File: config.mk
export PLATFORM = sky130hd
export DESIGN_NAME = seq_ctrl
export DESIGN_NICKNAME = d
export VERILOG_FILES = /design/src/rtl/cpu_pkg.sv /design/src/rtl/instr_dec.sv /design/src/rtl/seq_ctrl.sv
export SDC_FILE = /design/constraint.sdc
export NUM_CORES = 1
export LEC_CHECK = 0
export ABC_AREA = 0
export CORE_MARGIN = 5
export CORE_UTILIZATION = 40
export DETAILED_ROUTE_END_ITERATION = 8
export GPL_ROUTABILITY_DRIVEN = 0
export GPL_TIMING_DRIVEN = 0
export PLACE_DENSITY = 0.68
export SLEW_MARGIN = 20
export SYNTH_ARGS = -nofsm -noshare
export SYNTH_HDL_FRONTEND = slang
export SYNTH_SLANG_ARGS = --single-unit
export TNS_END_PERCENT = 1
File: constraint.sdc
create_clock -name clk -period 4.75 [get_ports clk]
set_clock_uncertainty 0.15 [all_clocks]
set_input_delay 1.1875 -clock clk [delete_from_list [all_inputs] [get_ports clk]]
set_output_delay 1.1875 -clock clk [all_outputs]
set_load 0.1 [all_outputs]
File: src/rtl/cpu_pkg.sv
// Shared types and field-position constants for the sequencer and its decoder.
package cpu_pkg;

  typedef enum logic [2:0] {
    S_IDLE       = 3'd0,
    S_FETCH      = 3'd1,
    S_DECODE     = 3'd2,
    S_EXEC       = 3'd3,
    S_WRITE_BACK = 3'd4,
    S_HALT       = 3'd5
  } state_t;

  typedef enum logic [2:0] {
    OP_ADD = 3'd0,
    OP_SUB = 3'd1,
    OP_AND = 3'd2,
    OP_OR  = 3'd3,
    OP_LD  = 3'd4,
    OP_ST  = 3'd5,
    OP_BRZ = 3'd6,
    OP_JMP = 3'd7
  } opcode_t;

  // Default instruction layout: opcode in the MSBs, operand below it.
  localparam int DEF_INSTR_W = 8;
  localparam int DEF_OPC_W   = 3;
  localparam int DEF_PC_W    = 5;

  // Operand occupies everything below the opcode field.
  function automatic int operand_w(input int instr_w, input int opc_w);
    return instr_w - opc_w;
  endfunction

endpackage

File: src/rtl/instr_dec.sv
// Combinational instruction decoder: splits IR into opcode/operand and class flags.
module instr_dec
  import cpu_pkg::*;
#(
  parameter int INSTR_W = DEF_INSTR_W,
  parameter int OPC_W   = DEF_OPC_W
) (
  input  logic [INSTR_W-1:0]       i_ir,
  output logic [OPC_W-1:0]         o_opcode,
  output logic [INSTR_W-OPC_W-1:0] o_operand,
  output logic                     o_is_alu,
  output logic                     o_is_ld,
  output logic                     o_is_st,
  output logic                     o_is_branch
);

  assign o_opcode    = i_ir[INSTR_W-1 -: OPC_W];
  assign o_operand   = i_ir[INSTR_W-OPC_W-1:0];
  // ADD..OR are the lowest four codes, so one magnitude compare covers them.
  assign o_is_alu    = (o_opcode <= OPC_W'(OP_OR));
  assign o_is_ld     = (o_opcode == OPC_W'(OP_LD));
  assign o_is_st     = (o_opcode == OPC_W'(OP_ST));
  assign o_is_branch = (o_opcode == OPC_W'(OP_BRZ)) || (o_opcode == OPC_W'(OP_JMP));

endmodule

File: src/rtl/seq_ctrl.sv
// Multi-cycle control sequencer: owns PC and IR, fetches from program memory,
// and issues one-cycle ALU / accumulator / register-file enables.
//
// state        | meaning
// -------------+-------------------------------------------------------------
// S_IDLE       | waiting for run; forced here while prog_load is high
// S_FETCH      | imem_req high at pc, held until imem_valid
// S_DECODE     | latch op_code / reg_addr from IR
// S_EXEC       | alu_en for ALU ops; branch / jump resolve here
// S_WRITE_BACK | acc_ce (ALU, LD) or reg_ce (ST); then fetch or halt
// S_HALT       | halted high; run restarts from address 0
module seq_ctrl
  import cpu_pkg::*;
#(
  parameter  int INSTR_W  = DEF_INSTR_W,
  parameter  int OPC_W    = DEF_OPC_W,
  parameter  int PC_W     = DEF_PC_W,
  parameter  int NUM_REGS = 4,
  parameter  int WRAP_EN  = 0,
  localparam int RA_W     = (NUM_REGS > 1) ? $clog2(NUM_REGS) : 1
) (
  input  logic               clk,
  input  logic               rstn,
  input  logic               run,
  input  logic               prog_load,
  output logic               imem_req,
  output logic [PC_W-1:0]    imem_addr,
  input  logic               imem_valid,
  input  logic [INSTR_W-1:0] imem_rdata,
  input  logic               acc_zero,
  output logic [OPC_W-1:0]   op_code,
  output logic [RA_W-1:0]    reg_addr,
  output logic               alu_en,
  output logic               acc_ce,
  output logic [NUM_REGS-1:0] reg_ce,
  output logic [PC_W-1:0]    pc,
  output logic               halted,
  output logic [2:0]         state
);

  localparam int OPND_W = operand_w(INSTR_W, OPC_W);

  state_t              r_state;
  state_t              w_state_nxt;
  logic [PC_W-1:0]     r_pc;
  logic [PC_W-1:0]     r_iaddr;
  logic [INSTR_W-1:0]  r_ir;
  logic                r_end;
  logic [OPC_W-1:0]    r_op_code;
  logic [RA_W-1:0]     r_reg_addr;
  logic                r_reg_ok;

  logic [OPC_W-1:0]    w_opc;
  logic [OPND_W-1:0]   w_opnd;
  logic                w_is_alu;
  logic                w_is_ld;
  logic                w_is_st;
  logic                w_is_branch;
  logic                w_is_jmp;
  logic                w_take;
  logic                w_jmp_self;

  instr_dec #(
    .INSTR_W (INSTR_W),
    .OPC_W   (OPC_W)
  ) u_dec (
    .i_ir        (r_ir),
    .o_opcode    (w_opc),
    .o_operand   (w_opnd),
    .o_is_alu    (w_is_alu),
    .o_is_ld     (w_is_ld),
    .o_is_st     (w_is_st),
    .o_is_branch (w_is_branch)
  );

  assign w_is_jmp   = (w_opc == OPC_W'(OP_JMP));
  assign w_take     = w_is_branch && (w_is_jmp || acc_zero);
  // r_iaddr is the address the instruction was fetched from, which stays
  // correct even when the end flag suppressed the pc increment.
  assign w_jmp_self = w_is_jmp && (w_opnd[PC_W-1:0] == r_iaddr);

  // Next-state selection; prog_load overrides everything, including run.
  always_comb begin
    w_state_nxt = r_state;
    unique case (r_state)
      S_IDLE:       if (run) w_state_nxt = S_FETCH;
      S_FETCH:      if (imem_valid) w_state_nxt = S_DECODE;
      S_DECODE:     w_state_nxt = S_EXEC;
      S_EXEC:       w_state_nxt = w_jmp_self ? S_HALT : S_WRITE_BACK;
      S_WRITE_BACK: w_state_nxt = r_end ? S_HALT : S_FETCH;
      S_HALT:       if (run) w_state_nxt = S_FETCH;
      default:      w_state_nxt = S_IDLE;
    endcase
    if (prog_load) w_state_nxt = S_IDLE;
  end

  // State register.
  always_ff @(posedge clk or negedge rstn) begin
    if (!rstn) r_state <= S_IDLE;
    else       r_state <= w_state_nxt;
  end

  // PC, IR, end flag and the registered decode fields.
  always_ff @(posedge clk or negedge rstn) begin
    if (!rstn) begin
      r_pc       <= '0;
      r_iaddr    <= '0;
      r_ir       <= '0;
      r_end      <= 1'b0;
      r_op_code  <= '0;
      r_reg_addr <= '0;
      r_reg_ok   <= 1'b0;
    end else if (prog_load) begin
      r_pc  <= '0;
      r_end <= 1'b0;
    end else begin
      unique case (r_state)
        S_FETCH: begin
          if (imem_valid) begin
            r_ir    <= imem_rdata;
            r_iaddr <= r_pc;
            // Without wrap, running off the top halts after this instruction.
            if ((r_pc == {PC_W{1'b1}}) && (WRAP_EN == 0)) r_end <= 1'b1;
            else                                          r_pc  <= r_pc + PC_W'(1);
          end
        end
        S_DECODE: begin
          r_op_code  <= w_opc;
          r_reg_addr <= w_opnd[RA_W-1:0];
          r_reg_ok   <= (32'(w_opnd) < NUM_REGS);
        end
        S_EXEC: begin
          // A taken branch redirects the PC, so it is no longer running off the end.
          if (w_take) begin
            r_pc  <= w_opnd[PC_W-1:0];
            r_end <= 1'b0;
          end
        end
        S_HALT: begin
          if (run) begin
            r_pc  <= '0;
            r_end <= 1'b0;
          end
        end
        default: ;
      endcase
    end
  end

  // Enables are pure state decodes so an async reset clears them at once.
  always_comb begin
    reg_ce = '0;
    if ((r_state == S_WRITE_BACK) && w_is_st && r_reg_ok)
      reg_ce = NUM_REGS'(1) << r_reg_addr;
  end

  assign imem_req  = (r_state == S_FETCH);
  assign imem_addr = r_pc;
  assign alu_en    = (r_state == S_EXEC) && w_is_alu;
  assign acc_ce    = (r_state == S_WRITE_BACK) && (w_is_alu || w_is_ld);
  assign op_code   = r_op_code;
  assign reg_addr  = r_reg_addr;
  assign pc        = r_pc;
  assign halted    = (r_state == S_HALT);
  assign state     = r_state;

endmodule

Word-level counts from Yosys, hierarchy flattened:

Index checks and enable logic that the tools add are counted.

* register bits: 28

* mux-type cells: 19
* equality and inequality tests: 17
* shift-type cells: 1
* add/subtract/negate cells: 1
* reductions and logical operators: 17
* bitwise operators: 1
* magnitude comparators: 2

Operators by type and width (count)
* two-way mux 5 bit: 5
* equality test 3 bit, second input constant: 6
* case mux 3 bit (5 select lines): 1
* case mux 5 bit (3 select lines): 1
* two-way mux 3 bit: 4
* AND reduction 5 bit: 2
* inequality test 3 bit, second input constant: 3
* equality test 3 x 2 -> 1 bit, second input constant: 2
* logical AND 1 bit: 6
* two-way mux 1 bit: 6
* inequality test 3 x 2 -> 1 bit, second input constant: 2
* adder 5 x 1 -> 5 bit, second input constant: 1
* equality test 5 bit: 1
* equality test 5 bit, second input constant: 1
* < comparator 5 x 3 -> 1 bit, second input constant: 1
* two-way mux 4 bit: 1
* AND reduction 2 bit: 2
* nonzero test 4 bit: 1
* << shifter 1 x 2 -> 4 bit, first input constant: 1
* equality test 3 x 1 -> 1 bit, second input constant: 1
* <= comparator 3 x 2 -> 1 bit, second input constant: 1
* logical NOT 3 bit: 1
* logical OR 1 bit: 3
* inequality test 3 x 1 -> 1 bit, second input constant: 1
* other kinds (4): 4

Logic depth before layout (Yosys ltp):

* depth after elaboration: 6
* gate-level depth with buffers: 7
* depth with buffers taken out: 7

By module:

From an unflattened synthesis, not the netlist that was laid out.

* cells, all modules: 152
* area total of the unflattened synthesis: 1682.9 um^2

By module, submodules not included
* seq_ctrl: seq. area each 700.7 um^2, times used 1, cells each 140, area each 1590.3 um^2
* instr_dec: seq. area each 0.0 um^2, times used 1, cells each 12, area each 92.6 um^2

Least setup slack after synthesis:

No wires, ideal clock.

* path kind: register to output
* from: register r_state[1] (netlist: state[1])
* to: output alu_en
* arrival time: 3.622 ns
* cell stages (with the launch flop): 4
* data required time: 3.413 ns
* setup slack: -0.210 ns
* cell sequence: dfrtp_1 -> buf_4 -> buf_4 -> nor3b_1

* cells in the longest elaborated chain, start to end: 2

RTL lines
* start: declaration: line seq_ctrl.sv:43 `state_t r_state;`
* start signal: assignment: line seq_ctrl.sv:100 `else r_state <= w_state_nxt;`
* equality test 3 x 2 -> 1 bit: line seq_ctrl.sv:159 `assign alu_en = (r_state == S_EXEC) && w_is_alu;`
* logical AND 1 bit: line seq_ctrl.sv:159
* end: declaration: line seq_ctrl.sv:33 `output logic alu_en,`

No other way between the ends.

Worst setup path in the final report:

* from: register r_state[1] (netlist: state[1])
* to: output reg_ce[0]

* cells in the longest elaborated chain, start to end: 4

RTL lines
* equality test 3 bit: line seq_ctrl.sv:153 `if ((r_state == S_WRITE_BACK) && w_is_st && r_reg_ok)`
* logical AND 1 bit (2 in series): line seq_ctrl.sv:153
* two-way mux 4 bit: line seq_ctrl.sv:153
* end: declaration: line seq_ctrl.sv:35 `output logic [NUM_REGS-1:0] reg_ce,`

No other way between the ends.

==> results.txt <==
----------------------------------------------------
[Logic synthesis]
  Prevailing post-synth register cell ... sky130_fd_sc_hd__dfrtp_1
  Post-synthesis cell type count ... 40
  Ys Warns ... 0
  Largest family of logic cells by synthesized area ... simple AND/OR/NAND/NOR gates
  Area leader, netlist ... sky130_fd_sc_hd__dfrtp_1
  Number of enable flip-flop cells after synthesis ... 0
  Number of synthesized register bits ... 28
  Xor and xnor area share after synthesis ... 0.0423
  Simple logic cell fraction of the synthesized area ... 0.177
  Netlist area before placement ... 1660 um^2
  Async set-reset flop share out of synthesis ... 1.00
  Post-synthesis average cell area ... 10.6 um^2
  Area share of the largest cell type after synthesis ... 0.423
  Mux contribution to synthesized area ... 0.174
  Syn Inst Count ... 156
  Top cells by area in the synthesized netlist ... sky130_fd_sc_hd__dfrtp_1 42%, sky130_fd_sc_hd__mux2_2 8.2%, sky130_fd_sc_hd__mux2_4 7.2%
  Synth Area in Adders ... 0.0151
  Synthesized-area fraction occupied by ao, oa, aoi and oai cells ... 0.100
  Number of nets in the synthesized netlist ... 172
  Sequential fraction of the synthesis area ... 0.423

[Final layout]
  Layout overhead on the synthesized area ... 31.6%
  Final Core Density ... 0.546
  Highest-count cells in the layout ignoring fill and taps ... 38 x sky130_fd_sc_hd__clkdlybuf4s50_1, 28 x sky130_fd_sc_hd__dfrtp_1, 12 x sky130_fd_sc_hd__mux2_2
  Post-route cell area ... 2180 um^2
  Most common cell after layout, fill and taps aside ... sky130_fd_sc_hd__clkdlybuf4s50_1
  Share of layout cells above drive strength 1 ... 0.216
  Fillers ... 349
  Final layout net count ... 216
  Diodes inserted ... 0

[CTS]
  Post-CTS Hold Fix Bufs ... 0
  Clock sink count ... 28
  Source-to-sink clock delay at the later pin of the worst-skew pair ... 0.28 ns
  Count of instances resized after the clock tree is built ... 0
  CTS tree ... done
  H-Tree Level Count ... 1
  Clock-pin transition on the worst setup and hold timing paths ... 0.10 ns
  CTS Root Cell ... sky130_fd_sc_hd__clkbuf_8
  CTS Buf Count ... 3
  Bufs on Longest Clock Path ... 2
  Post-CTS Setup Bufs ... 0

[Die]
  Full die area ... 5530 um^2
  Number of cell rows ... 23
  Width of the die ... 74.4 um
  Std-Cell Core Area ... 4000 um^2
  Initial core utilization ... 0.414
  I/O pin cnt ... 40
  Height of the die ... 74.4 um

[Status]
  Result of the run ... complete, no violations

[Detailed routing]
  First DRT Iteration DRCs ... 97
  Routed wire length per instance ... 16.0 um
  Via density per instance ... 5.49
  Detail Route Antenna Nets ... 0
  DR DRC count ... 0
  Initial DRT Pass Iterations ... 4
  Total wire length after detailed routing ... 3.98 mm
  DR vias ... 1366

[STA]
  Final period utilization ... 0.857
  Max-Slew Margin vs Limit ... 0.340
  Final setup violation count ... 0
  Pin slew with the least headroom to its limit ... 0.987 ns
  Minimum clock period after layout ... 4.07 ns
  Final hold violation count ... 0
  Maximum achievable frequency ... 0.246 GHz
  Number of pins exceeding their max-slew limit in the final report ... 0
  Unrepaired setup endpoints after global routing ... no
  Final Hold Slack ... 0.340 ns
  Setup tns final ... 0 ns

[Global routing]
  First-pass GRT wire length ... 6.49 mm
  Initial antenna violation count ... 0
  Overflow left after global routing ... 0
  Number of global-route vias before repair ... 1376
  Largest net degree at the start of global routing ... 29
  Global-route total usage across every layer ... 0.150

[Setup path]
  Nature of the critical path startpoint ... flip-flop
  Classification of the worst setup path ... flip-flop to output pin
  Worst path required time ... 3.41 ns
  Crit path capture type ... output pin
  Peak fanout along the critical path ... 10
  Data arrival time at the worst-slack endpoint ... 2.73 ns

[Place]
  Post-detailed-placement cell area ... 2110 um^2
  Half-perimeter wire length after placement ... 2.99 mm
  Port bufs ... 39

[Worst hold path]
  Class of the tightest hold or removal check ... flip-flop to flip-flop

[Power]
  Peak ir drop on the vdd network ... 472 uV
  Leakage power ... 0.991 nW
  Pwr Total ... 0.00158 W
  Cell Pwr Density ... 725 nW/um^2

[Run]
  Max Cap Violations ... 0

----------------------------------------------------
-- worst max-delay path: stages (launching register included) --
cell,delay [ns]
sky130_fd_sc_hd__dfrtp_1,0.45
sky130_fd_sc_hd__buf_4,0.19
sky130_fd_sc_hd__buf_4,0.17
sky130_fd_sc_hd__nor2_1,0.11
sky130_fd_sc_hd__nand3_1,0.15
sky130_fd_sc_hd__nor3_1,0.20
sky130_fd_sc_hd__clkdlybuf4s50_1,1.17
-- metal layers --
metal / share of wire / vias to the layer above / wire [um] / track usage
met5: 0 / - / 0 / 0
met4: 0.010 / 0 / 40 / 0.0356
met3: 0.055 / 6 / 219 / 0.0230
met2: 0.51 / 49 / 2050 / 0.265
met1: 0.42 / 679 / 1670 / 0.192
li1: - / 632 / - / -
-- final cells by class --
class / count / area (um^2) / share of cell area
inverters: 5 / 18.8 / 0.00860
clock inverters: 1 / 30.0 / 0.0138
multi-input cells: 110 / 848 / 0.389
flip-flops and latches: 28 / 701 / 0.321
clock buffers: 3 / 41.3 / 0.0189
repair buffers: 39 / 385 / 0.177
plain buffers: 13 / 95.1 / 0.0436
well taps: 50 / 62.6 / 0.0287
-- flip-flops by register name, summed over array words and instances, names as in the netlist --
register	flops
r_ir	8
imem_addr	5
r_iaddr	5
op_code	3
state	3
reg_addr	2
r_end	1
r_reg_ok	1
-- logic make-up after synthesis --
logic type,count (synthesis)
and+or+nand+nor,50
DFF,28
AOI/OAI and AO/OA,27
muxes,23
buffers and inverters,18
xor gates and xnor gates,8
adders and majority gates,2
-- worst paths after layout --
path | start | to | slack [ns] | cells past startpoint
max in group asynchronous | rstn | r_reg_ok$_DFFE_PN0P_ | 3.27 | 1
min in group asynchronous | rstn | state[1]$_DFFE_PN0P_ | 0.76 | 1
worst min register to register | r_reg_ok$_DFFE_PN0P_ | r_reg_ok$_DFFE_PN0P_ | 0.34 | 1
worst max-delay path | state[1]$_DFFE_PN0P_ | reg_ce[0] | 0.68 | 6
worst max register to register | imem_addr[0]$_DFFE_PN0P_ | imem_addr[2]$_DFFE_PN0P_ | 2.66 | 6
worst min-delay path | r_reg_ok$_DFFE_PN0P_ | r_reg_ok$_DFFE_PN0P_ | 0.34 | 1
-- power by group --
part | switching, W | total, W | internal [W]
clock | 0.0000791 | 0.000192 | 0.000113
combinational | 0.000628 | 0.000933 | 0.000305
sequential | 0.000118 | 0.000456 | 0.000338
-- metrics by stage --
stage,cells,setup WS (ns)
2_1_floorplan,156,-0.117
3_3_place_gp,245,1.08
3_5_place_dp,245,0.975
4_1_cts,249,0.660
5_1_grt,249,0.537
6_report,249,0.679
-- synth_stat cells (all sizes together) (4+ instances only) --
| library cell | number |
|---|---|
| nor2b | 4 |
| nand3 | 6 |
| nor2 | 6 |
| dfrtp | 28 |
| nand2 | 8 |
| o21ai | 10 |
| inv | 5 |
| and3 | 5 |
| mux2 | 22 |
| a21oi | 8 |
| buf | 13 |
| xor2 | 5 |
| nor3 | 8 |
(Power assumes the default switching activity.)
